==> src/rtl/mem_arbiter.sv <==
// Round-robin arbiter sharing one memory port among NUM_REQ requesters.
// Each grant runs IDLE -> BUSY -> DONE, with a timeout abort while waiting in BUSY.
module mem_arbiter #(
    parameter int WIDTH      = 16,
    parameter int ADDR_WIDTH = 4,
    parameter int NUM_REQ    = 2,
    parameter int TIMEOUT    = 15
) (
    input  logic                          clk,
    input  logic                          rst,
    input  logic [NUM_REQ-1:0]            req_valid,
    input  logic [NUM_REQ-1:0]            req_wr_rd,
    input  logic [NUM_REQ*ADDR_WIDTH-1:0] req_addr,
    input  logic [NUM_REQ*WIDTH-1:0]      req_wdata,
    output logic [NUM_REQ-1:0]            req_ready,
    output logic                          req_err,
    output logic [WIDTH-1:0]              req_rdata,
    output logic                          mem_valid,
    output logic                          mem_wr_rd,
    output logic [ADDR_WIDTH-1:0]         mem_addr,
    output logic [WIDTH-1:0]              mem_wdata,
    input  logic [WIDTH-1:0]              mem_rdata,
    input  logic                          mem_ready,
    output logic [1:0]                    grant_id,
    output logic                          busy
);

    localparam int CW = $clog2(TIMEOUT + 1);

    typedef enum logic [1:0] {
        IDLE = 2'd0,
        BUSY = 2'd1,
        DONE = 2'd2
    } state_t;

    state_t                  state;
    state_t                  state_nx;
    logic [CW-1:0]           cnt;
    logic [1:0]              last_grant;
    logic [1:0]              pick;
    logic                    any;
    logic [2:0]              idx;
    logic [3:0]              vpad;
    logic [3:0]              gnt_oh;
    logic                    sel_wr;
    logic [ADDR_WIDTH-1:0]   sel_addr;
    logic [WIDTH-1:0]        sel_wdata;
    logic                    tmo;

    assign vpad   = 4'(req_valid);
    assign gnt_oh = 4'b0001 << grant_id;
    assign tmo    = (cnt == CW'(TIMEOUT - 1));
    assign busy   = (state != IDLE);

    // Round-robin pick: scan upward from the requester after last_grant, with wrap.
    always_comb begin
        any       = 1'b0;
        pick      = last_grant;
        idx       = '0;
        sel_wr    = 1'b0;
        sel_addr  = '0;
        sel_wdata = '0;
        for (int k = 1; k <= NUM_REQ; k++) begin
            idx = {1'b0, last_grant} + 3'(k);
            if (idx >= 3'(NUM_REQ))
                idx = idx - 3'(NUM_REQ);
            if (!any && vpad[idx[1:0]]) begin
                any  = 1'b1;
                pick = idx[1:0];
            end
        end
        for (int i = 0; i < NUM_REQ; i++) begin
            if (pick == 2'(i)) begin
                sel_wr    = req_wr_rd[i];
                sel_addr  = req_addr[i*ADDR_WIDTH +: ADDR_WIDTH];
                sel_wdata = req_wdata[i*WIDTH +: WIDTH];
            end
        end
    end

    // State register.
    always_ff @(posedge clk) begin
        if (rst)
            state <= IDLE;
        else
            state <= state_nx;
    end

    // Next-state logic; memory handshake only matters in BUSY.
    always_comb begin
        state_nx = state;
        unique case (state)
            IDLE: if (any) state_nx = BUSY;
            BUSY: if (mem_ready || tmo) state_nx = DONE;
            DONE: state_nx = IDLE;
            default: state_nx = IDLE;
        endcase
    end

    // Registered outputs: latch the grant, count the wait, pulse completion.
    always_ff @(posedge clk) begin
        if (rst) begin
            mem_valid  <= 1'b0;
            mem_wr_rd  <= 1'b0;
            mem_addr   <= '0;
            mem_wdata  <= '0;
            req_ready  <= '0;
            req_err    <= 1'b0;
            req_rdata  <= '0;
            cnt        <= '0;
            grant_id   <= '0;
            last_grant <= 2'(NUM_REQ - 1);
        end else begin
            req_ready <= '0;
            req_err   <= 1'b0;
            unique case (state)
                IDLE: begin
                    if (any) begin
                        mem_valid <= 1'b1;
                        mem_wr_rd <= sel_wr;
                        mem_addr  <= sel_addr;
                        mem_wdata <= sel_wdata;
                        grant_id  <= pick;
                        cnt       <= '0;
                    end
                end
                BUSY: begin
                    if (mem_ready) begin
                        mem_valid  <= 1'b0;
                        req_ready  <= gnt_oh[NUM_REQ-1:0];
                        last_grant <= grant_id;
                        if (!mem_wr_rd)
                            req_rdata <= mem_rdata;
                    end else if (tmo) begin
                        mem_valid  <= 1'b0;
                        req_ready  <= gnt_oh[NUM_REQ-1:0];
                        req_err    <= 1'b1;
                        last_grant <= grant_id;
                    end else begin
                        cnt <= cnt + CW'(1);
                    end
                end
                DONE: cnt <= '0;
                default: cnt <= '0;
            endcase
        end
    end

endmodule

==> config.mk <==
export PLATFORM = sky130hd
export DESIGN_NAME = mem_arbiter
export DESIGN_NICKNAME = d
export VERILOG_FILES = /design/src/rtl/mem_arbiter.sv
export SDC_FILE = /design/constraint.sdc
export NUM_CORES = 1
export LEC_CHECK = 0
export ABC_AREA = 0
export CELL_PAD_IN_SITES_DETAIL_PLACEMENT = 1
export CELL_PAD_IN_SITES_GLOBAL_PLACEMENT = 1
export CORE_MARGIN = 5
export CORE_UTILIZATION = 32
export CTS_BUF_LIST = sky130_fd_sc_hd__clkbuf_8
export DETAILED_ROUTE_END_ITERATION = 6
export PLACE_DENSITY_LB_ADDON = 0.12
export SLEW_MARGIN = 40
export SYNTH_ARGS = -nofsm -noshare
export SYNTH_HDL_FRONTEND = slang
export SYNTH_SLANG_ARGS = --single-unit
==> constraint.sdc <==
create_clock -name clk -period 1.98 [get_ports clk]
set_input_delay 0.198 -clock clk [delete_from_list [all_inputs] [get_ports clk]]
set_output_delay 0.198 -clock clk [all_outputs]
set_load 0.01 [all_outputs]
== Word-level counts from Yosys, hierarchy flattened ==
Cells that the tools add are included.
Word-level totals
  register bits: 51
  word-level logic and storage cells: 79
  output and inout port bits: 44
  bits of input ports: 63
Operators by class
  multiplexer cells: 32
  bitwise logic cells: 2
  order comparisons: 4
  shift operators: 1
  add/subtract/negate cells: 5
  reduce and logical (&&, ||, !) cells: 16
  equality and inequality tests: 8
Operator list (count)
  2-to-1 mux 16 bit: 2
  2-to-1 mux 2 bit: 10
  2-to-1 mux 4 bit: 5
  2-to-1 mux 1 bit: 10
  AND reduction 3 bit: 3
  inequality test 2 bit (second input constant): 4
  one-hot mux 4 bit (2 select lines): 1
  >= comparator 3 x 2 -> 1 bit (second input constant): 2
  less-than comparator 2 x 3 -> 1 bit (second input constant): 2
  AND reduction 2 bit: 3
  nonzero test 2 bit: 3
  adder 4 x 1 -> 4 bit (second input constant): 1
  binary-select mux 1 bit (select 2 bit): 2
  == test 2 x 1 -> 1 bit (second input constant): 2
  == test 4 bit (second input constant): 1
  zero test 2 bit: 2
  one-hot mux 2 bit (2 select lines): 1
  subtractor 2 bit (second input constant): 2
  adder 2 x 1 -> 3 bit (second input constant): 1
  adder 2 x 2 -> 3 bit (second input constant): 1
  inequality test 3 bit (second input constant): 1
  OR reduction 3 bit: 1
  inverter 1 bit: 2
  one-hot mux 1 bit (2 select lines): 1
  5 further kinds: 5

== Logic depth before layout (Yosys ltp) ==
  word-level depth: 12
  depth in mapped cells: 7
  mapped depth without buffers: 6

== Least setup slack after synthesis ==
Ideal clock, no wire load.
  path kind: register -> register
  from: register cnt[0]
  to: register cnt[0]
  data arrival time: 1.360 ns
  required time: 1.856 ns
  cell stages (with the launch flop): 8
  setup time: 0.124 ns
  clock period less this slack: 1.484 ns
  buffers on the path: 1
  setup slack: 0.496 ns
  path through: dfxtp_1 -> inv_1 -> ha_1 -> a31oi_1 -> clkbuf_1 -> nor2_1 -> o21ai_0 -> o21ai_0
Between the ends
  cells in the longest elaborated chain, start to end: 4
  elaborated cells on any way between the ends: 7
  classes of those cells: add/sub (1); eq/ne (2); mux (3); reduce/logical (1)
RTL lines
  from (decl): line 38  | logic [CW-1:0] cnt;
  from (signal assigned): line 140  | cnt <= cnt + CW'(1);
  adder 4 x 1 -> 4 bit: line 140
  2-to-1 mux 4 bit: line 134  | end else if (tmo) begin
  2-to-1 mux 4 bit: line 128  | if (mem_ready) begin
  one-hot mux 4 bit (2 select lines): line 116  | unique case (state)
Several ways; a longest one is shown, not always the timed one. The select of a mux whose other input is x is not followed.
A chain may end at the register's enable or synchronous reset.

== Worst setup path after layout ==
  from: register state[0]
  to: output port busy
Between the ends
  cells in the longest elaborated chain, start to end: 1
RTL lines
  from (decl): line 36  | state_t state;
  from (signal assigned): line 86  | state <= state_nx;
  nonzero test 2 bit: line 53  | assign busy = (state != IDLE);
  to (decl): line 25  | output logic busy
Every way passes these cells.

==> results.py <==
metrics = {
    "die": {
        "fp.coreArea_sq_um": 8180,
        "initial_core_util": 0.325,
        "dieHeight_um": 101,
        "die-area_sq_um": 10200,
        "die_x_um": 101,
        "placementRows": 33,
        "pin_count": 107,
    },
    "power": {
        "p_per_area_nw_per_um2": 638,
        "p_total_mw": 2.50,
        "p_leak_nw": 1.51,
        "ir_drop_v": 0.000259,
    },
    "synthesis": {
        "synthesis.area_sq_um": 2660,
        "netlist_instances": 308,
        "synth_edf_count": 0,
        "synth_area_leaders": "dfxtp_1, a311oi_2, a21oi_1, mux2i_1, nand2_1",
        "synth_cell_types": 36,
        "syn_nets": 373,
        "ys_warn_count": 0,
        "ys_ff_latch": 51,
        "yosys.area.top_type": "dfxtp_1",
        "synth_top_area_share": 0.384,
        "synthFlopType": "dfxtp_1",
        "syn_avg_cell_area_sq_um": 8.63,
        "yosysSeqAreaShare": 0.384,
        "synthArstFlopShare": 0,
    },
    "critical_path": {
        "cp.required_ps": 1780,
        "endpoint_kind": "output port",
        "path_max_fanout": 5,
        "arrival_ps": 1570,
        "timing_worst_setup_path_type": "reg2out",
        "critPathLaunchType": "flip-flop",
    },
    "clock_network": {
        "htreeDepth": 2,
        "clock_sinks": 51,
        "post_cts_buffers": 0,
        "ctsResizeCount": 0,
        "cts_buffer_depth": 2,
        "cts_root_buffer": "clkbuf_8",
        "clk_pin_slew_ps": 90,
        "cts_buffers": 5,
        "clk_latency_ps": 300,
        "cts_tree": "yes",
        "holdBufCountCts": 0,
    },
    "global_route": {
        "grtUsageTotal": 0.165,
        "grt_max_degree": 41,
        "antenna_found_initial": 0,
        "grt_pass1_wl_um": 13700,
        "grt_remaining_overflow": 0,
        "grt_pass1_vias": 2786,
    },
    "drt": {
        "drt_iter0_markers": 53,
        "postRouteAntennaNets": 0,
        "vias": 2649,
        "finalWirelength_um": 8540,
        "vias_per_cell": 5.16,
        "firstDrtPassIters": 4,
        "wl_per_cell_um": 16.7,
        "drc_errors": 0,
    },
    "sta": {
        "setup_tns_ps": 0,
        "fin_crit_ps": 1770,
        "setup_viol": 0,
        "rsz0062_at_grt": "no",
        "hold_viol": 0,
        "finalMaxSlewViolations": 0,
        "tightest_slew_ps": 344,
        "slew_headroom": 0.771,
        "skew_ps": 4.08,
        "min_period_over_period": 0.895,
        "max_freq_mhz": 565,
    },
    "final_layout": {
        "diodes": 0,
        "final_cell_area_sq_um": 3920,
        "area.growth.synth_to_final_pct": 47.3,
        "layout.nets": 472,
        "drive_above_1_share": 0.118,
    },
    "placed_design": {
        "place_area_sq_um": 3830,
        "io_buffers": 106,
        "hpwlAfterDp_um": 6230,
        "gp_congestion": 0.745,
    },
    "status": {
        "outcome": "complete, no violations",
    },
    "hold_path": {
        "hp-class": "in2reg",
    },
    "run": {
        "maxCapViolations": 0,
    },
}
## sequential cells by signal, summed over array words and instances, names as in the netlist
register    flops
last_grant      2
mem_addr        4
grant_id        2
req_err         1
mem_wdata      16
cnt             4
mem_wr_rd       1
req_rdata      16
req_ready       2
state           2
mem_valid       1
## metal layers
metal	vias to the layer above	wire [um]	GRT usage
li1	1306	-	-
met1	1264	3830	0.211
met2	72	4040	0.273
met3	7	577	0.0503
met4	0	93	0.0409
met5	-	0	0
## Yosys cell counts, types with 2 or more instances
library cell,n
buf_2,5
o21ai_0,9
nor3_1,2
nand2_1,55
nand3_1,2
buf_6,3
buf_4,4
nor4_1,2
mux2i_1,21
dfxtp_1,51
ha_1,2
clkbuf_1,16
a211o_1,21
a21oi_1,43
nor2_1,28
inv_1,5
a311oi_2,17
a311oi_1,4
## logic make-up (layout without fill, tap and decap cells)
logic type | after synthesis | after routing | synth area share
buffers and inverters | 34 | 134 | 0.0649
DFF | 51 | 51 | 0.384
adders and majority gates | 2 | 2 | 0.00941
AOI/OAI and AO/OA | 98 | 98 | 0.293
muxes | 21 | 21 | 0.0791
and+or+nand+nor | 102 | 102 | 0.170
## path summary, 6_finish.rpt
path                                   start      endpoint  slack (ps)  cells past startpoint
worst max-delay path                state[0]          busy         210                      2
worst min-delay path                     rst   grant_id[0]         260                      3
worst max register to register        cnt[0]        cnt[1]         390                      7
worst min register to register  req_rdata[9]  req_rdata[9]         460                      2
## cell usage in the layout, fill, tap and decap left out, drive strengths merged
| cell | instances |
|---|---|
| clkinv | 1 |
| ha | 2 |
| a21oi | 44 |
| nand4 | 1 |
| clkbuf | 5 |
| and4b | 1 |
| inv | 6 |
| nor4 | 2 |
| o221a | 1 |
| nor4b | 1 |
| nor3b | 2 |
| or3 | 1 |
| a31oi | 1 |
| o21ai | 9 |
| or2 | 2 |
| dfxtp | 51 |
| a21bo | 1 |
| and3 | 1 |
| buf | 16 |
| nand2b | 2 |
| clkinvlp | 1 |
| mux2i | 21 |
| nor2 | 28 |
| or3b | 2 |
| a311oi | 21 |
| clkdlybuf4s50 | 105 |
| a211o | 21 |
| nand2 | 55 |
| nor3 | 2 |
| nand3 | 2 |
## stage by stage
stage               std cells  hold WS [ps]  worst slack [ps]   util
floorplan                 308           276               496      -
global placement          505           441               256  0.469
detailed placement        505           446               179  0.469
CTS                       513           251               179  0.479
global route              513           252               120  0.479
finish                    513           259               209  0.479
## where the power goes
group / internal (mW) / leakage [nW] / switching, mW / total [mW]
clock: 0.243 / 0.0453 / 0.343 / 0.585
combinational: 0.417 / 1.05 / 0.344 / 0.761
sequential: 1.10 / 0.419 / 0.0504 / 1.15
## layout make-up
class,count,area (sq um)
clock buffer,5,68.8
clock inverter,3,16.3
fill,963,4260
inverter,5,18.8
multi-input combinational,223,1470
sequential,51,1020
tap,105,131
timing repair buffer,121,1190
## worst max-delay path, stage by stage (launching register included)
cell and delay [ps]:
dfxtp_1 420, or2_1 260, clkdlybuf4s50_1 590
Power figures use the tool's default switching activity.
